**src/rtl/snic_loader_pkg.sv**
```systemverilog
// Shared types and constants for the SNIC IMEM loader: FSM states,
// AXI-Lite response codes, the write request struct and the boot
// address derivation.
package snic_loader_pkg;

    typedef enum logic [3:0] {
        IDLE,
        CLR_WR,
        CLR_RESP,
        IMG_WAIT,
        IMG_WR,
        IMG_RESP,
        SET_WR,
        SET_RESP,
        FIN
    } loader_state_t;

    localparam logic [1:0] RESP_OKAY   = 2'b00;
    localparam logic [1:0] RESP_SLVERR = 2'b10;
    localparam logic [1:0] RESP_DECERR = 2'b11;

    typedef struct packed {
        logic [31:0] addr;
        logic [31:0] data;
    } wr_req_t;

    // The boot control word lives in the last word of the IMEM span.
    function automatic logic [31:0] boot_addr(input logic [31:0] base,
                                              input logic [31:0] size);
        return base + size - 32'd4;
    endfunction

endpackage

```
**src/rtl/taxi_axil_if.sv**
```systemverilog
// AXI-Lite write channel bundle (AW/W/B) with initiator and responder views.
interface taxi_axil_if #(
    parameter int ADDR_W = 32,
    parameter int DATA_W = 32
);
    logic [ADDR_W-1:0]   awaddr;
    logic [2:0]          awprot;
    logic                awvalid;
    logic                awready;
    logic [DATA_W-1:0]   wdata;
    logic [DATA_W/8-1:0] wstrb;
    logic                wvalid;
    logic                wready;
    logic [1:0]          bresp;
    logic                bvalid;
    logic                bready;

    modport wr_mst (
        output awaddr, awprot, awvalid, wdata, wstrb, wvalid, bready,
        input  awready, wready, bresp, bvalid
    );

    modport wr_slv (
        input  awaddr, awprot, awvalid, wdata, wstrb, wvalid, bready,
        output awready, wready, bresp, bvalid
    );
endinterface

```
**src/rtl/snic_axil_wr_single.sv**
```systemverilog
// One AXI-Lite write at a time. The first cycle of wr_phase launches AW and W
// together from a latched copy of req; each valid drops on its own handshake.
// bready follows resp_phase so the sequencing FSM owns when B is accepted.
module snic_axil_wr_single
    import snic_loader_pkg::*;
(
    input  logic        core_clk,
    input  logic        core_rst_n,
    input  logic        wr_phase,
    input  logic        resp_phase,
    input  wr_req_t     req,
    output logic        addr_data_done,
    output logic        resp_done,
    output logic [1:0]  resp_code,
    taxi_axil_if.wr_mst axil
);
    logic    launched;
    logic    awvalid_q;
    logic    wvalid_q;
    wr_req_t req_q;

    // Launch on entry to a write phase, then retire AW and W independently.
    always_ff @(posedge core_clk or negedge core_rst_n) begin
        if (!core_rst_n) begin
            launched  <= 1'b0;
            awvalid_q <= 1'b0;
            wvalid_q  <= 1'b0;
            req_q     <= '0;
        end else if (wr_phase && !launched) begin
            launched  <= 1'b1;
            awvalid_q <= 1'b1;
            wvalid_q  <= 1'b1;
            req_q     <= req;
        end else begin
            if (awvalid_q && axil.awready) awvalid_q <= 1'b0;
            if (wvalid_q && axil.wready)   wvalid_q  <= 1'b0;
            if (resp_done)                 launched  <= 1'b0;
        end
    end

    // Both channels are done once each valid is low or handshaking now.
    assign addr_data_done = launched && (!awvalid_q || axil.awready)
                                     && (!wvalid_q  || axil.wready);
    assign resp_done = resp_phase && axil.bvalid;
    assign resp_code = axil.bresp;

    assign axil.awaddr  = req_q.addr;
    assign axil.awprot  = 3'b000;
    assign axil.awvalid = awvalid_q;
    assign axil.wdata   = req_q.data;
    assign axil.wstrb   = '1;
    assign axil.wvalid  = wvalid_q;
    assign axil.bready  = resp_phase;

endmodule

```
**src/rtl/snic_imem_loader.sv**
```systemverilog
// Streams a firmware image into IMEM over AXI-Lite. The boot word is cleared
// first so the core stays in reset during the load; each accepted stream word
// becomes one write at consecutive word addresses.
// Build option SNIC_LOADER_AUTOBOOT_EN: when defined, a clean load finishes by
// writing 1 to the boot word; otherwise done is raised after the last image
// word and the host releases the core itself.
module snic_imem_loader
    import snic_loader_pkg::*;
#(
    parameter logic [31:0] IMEM_BASE       = 32'h0000_0000,
    parameter logic [31:0] IMEM_SIZE_BYTES = 32'h0001_0000,
    parameter int          MAX_OUTSTANDING = 1
) (
    input  logic        core_clk,
    input  logic        core_rst_n,
    input  logic        start,
    input  logic [31:0] s_tdata,
    input  logic        s_tvalid,
    output logic        s_tready,
    input  logic        s_tlast,
    taxi_axil_if.wr_mst m_axil_wr,
    output logic        busy,
    output logic        done,
    output logic        error,
    output logic [14:0] word_count
);
    localparam logic [31:0] BOOT_ADDR = boot_addr(IMEM_BASE, IMEM_SIZE_BYTES);

    if (MAX_OUTSTANDING != 1) begin : g_cfg_check
        $error("snic_imem_loader supports exactly one outstanding write");
    end

    loader_state_t state, state_n;
    logic [31:0]   img_addr;
    logic [31:0]   word_q;
    logic          last_q;
    logic          wr_phase, resp_phase;
    logic          addr_data_done, resp_done;
    logic [1:0]    resp_code;
    wr_req_t       req;
    logic          resp_ok;

    assign resp_ok = (resp_code == RESP_OKAY);

    snic_axil_wr_single u_wr (
        .core_clk       (core_clk),
        .core_rst_n     (core_rst_n),
        .wr_phase       (wr_phase),
        .resp_phase     (resp_phase),
        .req            (req),
        .addr_data_done (addr_data_done),
        .resp_done      (resp_done),
        .resp_code      (resp_code),
        .axil           (m_axil_wr)
    );

    // State register.
    always_ff @(posedge core_clk or negedge core_rst_n) begin
        if (!core_rst_n) state <= IDLE;
        else             state <= state_n;
    end

    // Next state and per-state write request / phase strobes.
    always_comb begin
        state_n    = state;
        wr_phase   = 1'b0;
        resp_phase = 1'b0;
        req        = '0;
        case (state)
            IDLE:     if (start) state_n = CLR_WR;
            CLR_WR: begin
                wr_phase = 1'b1;
                req      = '{addr: BOOT_ADDR, data: 32'h0};
                if (addr_data_done) state_n = CLR_RESP;
            end
            CLR_RESP: begin
                resp_phase = 1'b1;
                if (resp_done) state_n = resp_ok ? IMG_WAIT : FIN;
            end
            // An image that would reach the boot word is an overflow.
            IMG_WAIT: if (s_tvalid) state_n = (img_addr == BOOT_ADDR) ? FIN : IMG_WR;
            IMG_WR: begin
                wr_phase = 1'b1;
                req      = '{addr: img_addr, data: word_q};
                if (addr_data_done) state_n = IMG_RESP;
            end
            IMG_RESP: begin
                resp_phase = 1'b1;
                if (resp_done) begin
                    if (!resp_ok)    state_n = FIN;
`ifdef SNIC_LOADER_AUTOBOOT_EN
                    else if (last_q) state_n = SET_WR;
`else
                    else if (last_q) state_n = FIN;
`endif
                    else             state_n = IMG_WAIT;
                end
            end
`ifdef SNIC_LOADER_AUTOBOOT_EN
            SET_WR: begin
                wr_phase = 1'b1;
                req      = '{addr: BOOT_ADDR, data: 32'h1};
                if (addr_data_done) state_n = SET_RESP;
            end
            SET_RESP: begin
                resp_phase = 1'b1;
                if (resp_done) state_n = FIN;
            end
`endif
            FIN:      state_n = IDLE;
            default:  state_n = IDLE;
        endcase
    end

    // Image address, captured word, counters and sticky status.
    always_ff @(posedge core_clk or negedge core_rst_n) begin
        if (!core_rst_n) begin
            img_addr   <= IMEM_BASE;
            word_q     <= '0;
            last_q     <= 1'b0;
            done       <= 1'b0;
            error      <= 1'b0;
            word_count <= '0;
        end else begin
            case (state)
                IDLE: if (start) begin
                    img_addr   <= IMEM_BASE;
                    done       <= 1'b0;
                    error      <= 1'b0;
                    word_count <= '0;
                end
                CLR_RESP: if (resp_done && !resp_ok) error <= 1'b1;
                IMG_WAIT: if (s_tvalid) begin
                    if (img_addr == BOOT_ADDR) error <= 1'b1;
                    else begin
                        word_q <= s_tdata;
                        last_q <= s_tlast;
                    end
                end
                IMG_RESP: if (resp_done) begin
                    if (resp_ok) begin
                        img_addr   <= img_addr + 32'd4;
                        word_count <= word_count + 15'd1;
`ifndef SNIC_LOADER_AUTOBOOT_EN
                        if (last_q) done <= 1'b1;
`endif
                    end else begin
                        error <= 1'b1;
                    end
                end
`ifdef SNIC_LOADER_AUTOBOOT_EN
                SET_RESP: if (resp_done) begin
                    if (resp_ok) done  <= 1'b1;
                    else         error <= 1'b1;
                end
`endif
                default: ;
            endcase
        end
    end

    assign s_tready = (state == IMG_WAIT);
    assign busy     = (state != IDLE);

endmodule

```
**src/flat_wrapper.sv**
```systemverilog
// flat-port wrapper written by rule: the top's interface ports become plain ports
module snic_imem_loader_flat import snic_loader_pkg::*;
#(
    parameter logic [31:0] IMEM_BASE       = 32'h0000_0000,
    parameter logic [31:0] IMEM_SIZE_BYTES = 32'h0001_0000,
    parameter int          MAX_OUTSTANDING = 1
)
  (core_clk, core_rst_n, start, s_tdata, s_tvalid, s_tready, s_tlast, busy, done, error, word_count, m_axil_wr_awaddr, m_axil_wr_awprot, m_axil_wr_awvalid, m_axil_wr_wdata, m_axil_wr_wstrb, m_axil_wr_wvalid, m_axil_wr_bready, m_axil_wr_awready, m_axil_wr_wready, m_axil_wr_bresp, m_axil_wr_bvalid);
  taxi_axil_if m_axil_wr_i ();
  input  logic core_clk;
  input  logic core_rst_n;
  input  logic start;
  input  logic [31:0] s_tdata;
  input  logic s_tvalid;
  output logic s_tready;
  input  logic s_tlast;
  output logic busy;
  output logic done;
  output logic error;
  output logic [14:0] word_count;
  output wire logic [$bits(m_axil_wr_i.awaddr)-1:0] m_axil_wr_awaddr;
  output wire logic [$bits(m_axil_wr_i.awprot)-1:0] m_axil_wr_awprot;
  output wire logic [$bits(m_axil_wr_i.awvalid)-1:0] m_axil_wr_awvalid;
  output wire logic [$bits(m_axil_wr_i.wdata)-1:0] m_axil_wr_wdata;
  output wire logic [$bits(m_axil_wr_i.wstrb)-1:0] m_axil_wr_wstrb;
  output wire logic [$bits(m_axil_wr_i.wvalid)-1:0] m_axil_wr_wvalid;
  output wire logic [$bits(m_axil_wr_i.bready)-1:0] m_axil_wr_bready;
  input wire logic [$bits(m_axil_wr_i.awready)-1:0] m_axil_wr_awready;
  input wire logic [$bits(m_axil_wr_i.wready)-1:0] m_axil_wr_wready;
  input wire logic [$bits(m_axil_wr_i.bresp)-1:0] m_axil_wr_bresp;
  input wire logic [$bits(m_axil_wr_i.bvalid)-1:0] m_axil_wr_bvalid;
  assign m_axil_wr_awaddr = m_axil_wr_i.awaddr;
  assign m_axil_wr_awprot = m_axil_wr_i.awprot;
  assign m_axil_wr_awvalid = m_axil_wr_i.awvalid;
  assign m_axil_wr_wdata = m_axil_wr_i.wdata;
  assign m_axil_wr_wstrb = m_axil_wr_i.wstrb;
  assign m_axil_wr_wvalid = m_axil_wr_i.wvalid;
  assign m_axil_wr_bready = m_axil_wr_i.bready;
  assign m_axil_wr_i.awready = m_axil_wr_awready;
  assign m_axil_wr_i.wready = m_axil_wr_wready;
  assign m_axil_wr_i.bresp = m_axil_wr_bresp;
  assign m_axil_wr_i.bvalid = m_axil_wr_bvalid;
  snic_imem_loader #(.IMEM_BASE(IMEM_BASE), .IMEM_SIZE_BYTES(IMEM_SIZE_BYTES), .MAX_OUTSTANDING(MAX_OUTSTANDING)) u_core (.core_clk(core_clk), .core_rst_n(core_rst_n), .start(start), .s_tdata(s_tdata), .s_tvalid(s_tvalid), .s_tready(s_tready), .s_tlast(s_tlast), .m_axil_wr(m_axil_wr_i), .busy(busy), .done(done), .error(error), .word_count(word_count));
endmodule
```
**config.mk**
```make
export PLATFORM = sky130hd
export DESIGN_NAME = snic_imem_loader_flat
export DESIGN_NICKNAME = d
export VERILOG_FILES = /design/src/rtl/snic_loader_pkg.sv /design/src/rtl/taxi_axil_if.sv /design/src/rtl/snic_axil_wr_single.sv /design/src/rtl/snic_imem_loader.sv /design/src/flat_wrapper.sv
export SDC_FILE = /design/constraint.sdc
export NUM_CORES = 1
export LEC_CHECK = 0
export ABC_AREA = 0
export BUFFER_PORTS_ARGS = -buffer_cell sky130_fd_sc_hd__buf_2
export CAP_MARGIN = 40
export CORE_UTILIZATION = 59
export CTS_CLUSTER_SIZE = 12
export DETAILED_ROUTE_END_ITERATION = 8
export GPL_TIMING_DRIVEN = 0
export PLACE_DENSITY = 0.84
export SLEW_MARGIN = 20
export SYNTH_ARGS = -nofsm -noshare
export SYNTH_HDL_FRONTEND = slang
export SYNTH_SLANG_ARGS = --single-unit
```
**constraint.sdc**
```tcl
create_clock -name core_clk -period 4.8 [get_ports core_clk]
set_clock_uncertainty 0.05 [all_clocks]
set_input_delay 0.72 -clock core_clk [delete_from_list [all_inputs] [get_ports core_clk]]
set_output_delay 0.72 -clock core_clk [all_outputs]
set_load 0.005 [all_outputs]
```
==> results.md, run 1 <==
- Max_cap viols: 0
- Root Buffer Master: clkbuf_8
- Drt first pass iters: 5
- Nets: 762
- Core area: 0.0108 sq mm
- Post-synthesis mux area share: 0.0581
- Worst-Margin Slew: 0.664 ns
- Worst setup path category: flop to primary output
- Yosys reg bits: 150
- Detailed Place HPWL: 10700 microns
- Worst-path clk slew: 0.06 ns
- Worst Path Required: 4.03 ns
- GP Congestion: 0.878
- FMAX: 328 MHz
- Sw Ratio: 0.324
- Hold Path Class: input pin to asynchronous set/reset pin
- Avg Cell Area, Syn: 11.6 sq um
- Synth cell types: 52
- Die width: 108 microns
- Syn. warnings: 0
- CTS max path bufs: 2
- Post-Route WL: 15500 microns
- Final hold vios: 0
- Antenna Nets Post-Route: 0
- Maximum number of pins on one net before global-route repair: 95
- P_int: 3.03 mW
- Gate Count Post-Synth: 567
- Pwr/cell area: 559 mW/mm^2
- Sequential area share after synthesis: 0.569
- Num CTS Buffers: 17
- XOR/XNOR share of the synthesized area: 0.0478
- Fin crit share: 0.636
- Global-route wire length before repair: 25200 microns
- Comb power frac: 0.304
- Clk_lat worst skew: 0.54 ns
- Setup repair bufs after CTS: 0
- Status: finished clean
- PnR Total Power: 4.48 mW
- CTS tree: yes
- Mapped cell area: 0.00659 sq mm
- DR iter-0 viols: 293
- RSZ-0062 raised after global routing: no
- Die Ht: 108 microns
- Largest fanout on the critical path: 10
- # rows: 38
- Total GRT Usage: 0.288
- Die ar.: 0.0116 sq mm
- Worst vdd ir: 0.423 mV
- Post-route setup slack: 1.75 ns
- Fillers: 785
- Post-route insts no fill: 870
- Clock sink count: 150
- Starting Density: 0.608
- Smallest hold slack: 0.0511 ns
- Flop pwr share: 0.410
- Synth Flop Type: dfrtp_1
- Vias: 5142
- Reg2Reg Depth: 7
- DR WL/cell: 17.8 microns
- Slew HR: 0.554
- Count of flip-flops with a built-in enable after synthesis: 0
- Commonest cells after routing, fill and taps aside: dfrtp_1, buf_2, nand2_1, a22o_1, nor2_1
- Setup crit start kind: flop
- Slew Limit Fails: 0
- Worst slack, placed: 2.15 ns
- Post-synthesis simple-gate area fraction: 0.167
- Tmin final: 3.05 ns
- Final core occ: 0.740
- Drt drc: 0
- Net Switching: 1.45 mW
- Clock network power share: 0.286
- Async set-reset flop share out of synthesis: 1.00
- Synth-to-Final Area Change: 21.6%
- Critical path arrival: 2.28 ns
- Antenna Cells: 0
- Vias per cell: 5.91
- PortBufs: 125
- Ports: 135
- Pleak: 3.90 nW
- Commonest non-fill, non-tap cell in the layout: dfrtp_1
- Layout cells sized above 1: 0.308
- H-tree levels: 4
- TNS Setup: 0 ns
- Design Area, Final: 0.00802 sq mm
- Hold_buf cts: 0
- Crit. End Element: primary output
- Adder-cell share of the synthesized area: 0.00569
- Setup violators final: 0
- Main combinational cell family by area after synthesis: simple AND/OR/NAND/NOR gates
- Placed Area: 0.00745 sq mm
- DP Cell Count: 838
- Vias in the first global route: 5147
- Initial antenna violation count: 0
- CTS resizes: 0
- Compound-Gate Fraction of Synth Area: 0.113
- Gr ovfl total: 0
[area by class of cell]
| cell class | count | area [sq um] | area share |
|---|---|---|---|
| Timing Repair Buffer | 126 | 663 | 0.0827 |
| Tap cell | 140 | 175 | 0.0218 |
| Multi-Input combinational cell | 373 | 2610 | 0.325 |
| Buffer | 47 | 244 | 0.0304 |
| Sequential cell | 150 | 3750 | 0.468 |
| Inverter | 2 | 7.51 | 0.000936 |
| Clock inverter | 8 | 97.6 | 0.0122 |
| Clock buffer | 24 | 470 | 0.0587 |
[per-layer routing]
| layer | global-route usage | vias up | routed length, microns |
|---|---|---|---|
| met2 | 0.468 | 194 | 7730 |
| met1 | 0.372 | 2591 | 6530 |
| met5 | 0 | - | 0 |
| met4 | 0.115 | 0 | 314 |
| met3 | 0.0702 | 25 | 917 |
| li1 | - | 2332 | - |
[logic make-up after synthesis]
group                    after synthesis
AND/OR/NAND/NOR                      196
flip-flops                           150
AO/OA/AOI/OAI                         97
buffers and inverters                 49
XOR/XNOR                              36
multiplexers                          34
adder cells (fa/ha/maj)                3
other                                  2
[worst max-delay path, cell delays in order (launching register included)]
cell and delay, ns:
dfrtp_1 0.36, clkbuf_1 0.18, clkbuf_1 0.27, or3b_2 0.52, a21oi_1 0.25, buf_2 0.16
[state kept, by name, indices dropped and copies added (netlist names)]
name / flops
u_core.word_q: 32
u_core.u_wr.axil.wdata: 32
u_core.u_wr.axil.wvalid: 1
u_core.error: 1
u_core.u_wr.axil.awvalid: 1
u_core.img_addr: 30
u_core.word_count: 15
u_core.done: 1
u_core.state: 4
u_core.u_wr.axil.awaddr: 31
u_core.u_wr.launched: 1
u_core.last_q: 1
[power by group through the flow]
| stage | clock, mW | sequential, mW | combinational, mW |
|---|---|---|---|
| detailed placement | 0 | 1.85 | 1.35 |
| global placement | 0 | 1.82 | 1.30 |
| finish | 1.28 | 1.84 | 1.36 |
| CTS | 1.30 | 1.84 | 1.37 |
| floorplan | 0 | 1.83 | 0.845 |
| global route | 1.35 | 1.88 | 1.49 |
[cells in the mapped netlist, drive strengths merged (9+ instances only)]
cell type / n / share of area
dfrtp: 150 / 0.57
o21ai: 19 / 0.014
nand3: 11 / 0.0084
buf: 19 / 0.021
nand4: 17 / 0.016
mux2: 34 / 0.058
and3: 10 / 0.0095
xor2: 16 / 0.021
a21oi: 9 / 0.0068
xnor2: 20 / 0.027
clkbuf: 28 / 0.016
nand2: 48 / 0.027
nor2: 45 / 0.027
a22o: 48 / 0.064
nor3: 15 / 0.011
[path summary, 6_finish.rpt]
path	slack (ns)	to	start
setup / recovery	1.75	m_axil_wr_bready	u_core.state[2]
hold / removal	0.05	u_core.u_wr.axil.awaddr[16]	core_rst_n
setup reg to reg	2.07	u_core.word_q[25]	u_core.img_addr[4]
hold reg to reg	0.41	u_core.u_wr.axil.awaddr[6]	u_core.u_wr.axil.awaddr[6]
max in group asynchronous	3.86	u_core.word_q[11]	core_rst_n
min in group core_clk	0.37	u_core.word_q[12]	s_tdata[12]
Note: power is estimated with default switching activity, not from simulation.
==> run 2: changes to the inputs <==
- CORE_UTILIZATION: 59 -> 49
- PLACE_DENSITY: 0.84 -> 0.74
- clock period: 4.8 -> 2.49 ns (I/O delays scaled with it)
==> results.md, run 2 (synthesis gave the netlist of run 1 again) <==
- Status: finished clean
- Hold Path Class: input pin to flop
- PortBufs: 125
- Total GRT Usage: 0.229
- Design Area, Final: 0.00820 sq mm
- Drt first pass iters: 4
- Die ar.: 0.0139 sq mm
- Slew Limit Fails: 0
- Largest fanout on the critical path: 10
- Fin crit share: 0.958
- Clock sink count: 150
- GP Congestion: 0.868
- Setup repair bufs after CTS: 0
- Pwr/cell area: 1090 mW/mm^2
- Crit. End Element: primary output
- Worst-Margin Slew: 0.535 ns
- Worst slack, placed: -0.149 ns
- Slew HR: 0.644
- Vias: 4986
- Gr ovfl total: 0
- Layout cells sized above 1: 0.323
- Final hold vios: 0
- Setup crit start kind: flop
- Slowest cell on the critical path: or3b_2
- Max_cap viols: 0
- Global-route wire length before repair: 24900 microns
- Synth-to-Final Area Change: 24.3%
- Core area: 0.0132 sq mm
- Commonest cells after routing, fill and taps aside: dfrtp_1, buf_2, nand2_1, a22o_1, nor2_1
- # rows: 42
- Die Ht: 118 microns
- Final core occ: 0.622
- Commonest non-fill, non-tap cell in the layout: dfrtp_1
- RSZ-0062 raised after global routing: no
- Drt drc: 0
- Die width: 118 microns
- CTS tree: yes
- H-tree levels: 4
- Initial antenna violation count: 0
- Crit-path cells: clkbuf_4, or3b_2, a21oi_4, buf_2
- Starting Density: 0.500
- Post-route setup slack: 0.104 ns
- TNS Setup: 0 ns
- Antenna Cells: 0
- Antenna Nets Post-Route: 0
- Vias in the first global route: 4894
- Maximum number of pins on one net before global-route repair: 100
- Tmin final: 2.39 ns
- Worst setup path category: flop to primary output
- Placed Area: 0.00749 sq mm
- Clk_lat worst skew: 0.42 ns
- FMAX: 419 MHz
- DR iter-0 viols: 345
- Pleak: 3.97 nW
- Worst vdd ir: 0.443 mV
- Detailed Place HPWL: 10600 microns
- Worst-path clk slew: 0.06 ns
- Vias per cell: 5.52
- Num CTS Buffers: 17
- Nets: 761
- Worst Path Required: 2.07 ns
- CP max stage delay: 0.50 ns
- CTS max path bufs: 2
- Post-Route WL: 15000 microns
- Smallest hold slack: 0.125 ns
- Root Buffer Master: clkbuf_16
- Critical path arrival: 1.96 ns
- Ports: 135
- Setup violators final: 0
- DR WL/cell: 16.6 microns
[run 2: cell types whose count changed in the layout (fill, tap and decap cells not counted), moves of 2 or more]
| cell | before | now |
|---|---|---|
| buf_2 | 130 | 128 |
| bufinv_16 | 2 | 5 |
| clkbuf_1 | 32 | 23 |
| clkbuf_2 | 0 | 2 |
| clkbuf_4 | 0 | 2 |
| clkbuf_8 | 4 | 1 |
| inv_6 | 0 | 2 |
[run 2: path summary, 6_finish.rpt]
| path | to | slack, ns | start | cells after the start |
|---|---|---|---|---|
| min | u_core.word_q[9] | 0.13 | s_tdata[9] | 2 |
| max | m_axil_wr_bready | 0.10 | u_core.state[2] | 4 |
| min reg2reg | u_core.u_wr.axil.awaddr[9] | 0.41 | u_core.u_wr.axil.awaddr[9] | 2 |
| max in group asynchronous | u_core.u_wr.axil.wdata[31] | 1.17 | core_rst_n | 3 |
| min in group asynchronous | u_core.word_q[29] | 0.40 | core_rst_n | 2 |
| max reg2reg | u_core.img_addr[13] | 0.16 | u_core.state[3] | 7 |
[run 2: what timing repair did]
action,in CTS,in global routing
hold buffers,1,0
hold endpoints to repair,51,0
pin swaps,0,0
gates resized for setup,9,7
setup endpoints to repair,41,60
[run 2: critical path, delay by kind of cell (launching register included)]
| kind | cells | cell delay (ns) |
|---|---|---|
| DFF | 1 | 0.47 |
| buffers and inverters | 2 | 0.37 |
| and+or+nand+nor | 1 | 0.50 |
| AOI/OAI and AO/OA | 1 | 0.20 |
[run 2: final cells by class]
class	count	area [sq um]
Multi-Input combinational cell	373	2660
Buffer	45	248
Clock inverter	12	201
Fill cell	1085	4990
Tap cell	176	220
Clock buffer	18	439
Timing Repair Buffer	127	673
Inverter	2	7.51
Sequential cell	150	3750
[run 2: power by group]
part,internal (mW),switching [mW]
Combinational,1.23,1.39
Clock,1.80,0.991
Sequential,3.14,0.421
Total,6.17,2.80
[run 2: layer usage]
metal	track usage	wire length, microns
met1	0.313	6970
met4	0.0865	196
met2	0.357	7190
met5	0	0
met3	0.0494	669
[run 2: stage by stage]
stage	total power [mW]	cells
finish	8.96	903
global route	9.46	903
CTS	9.04	905
detailed placement	6.18	874
global placement	6.05	873
floorplan	5.16	572
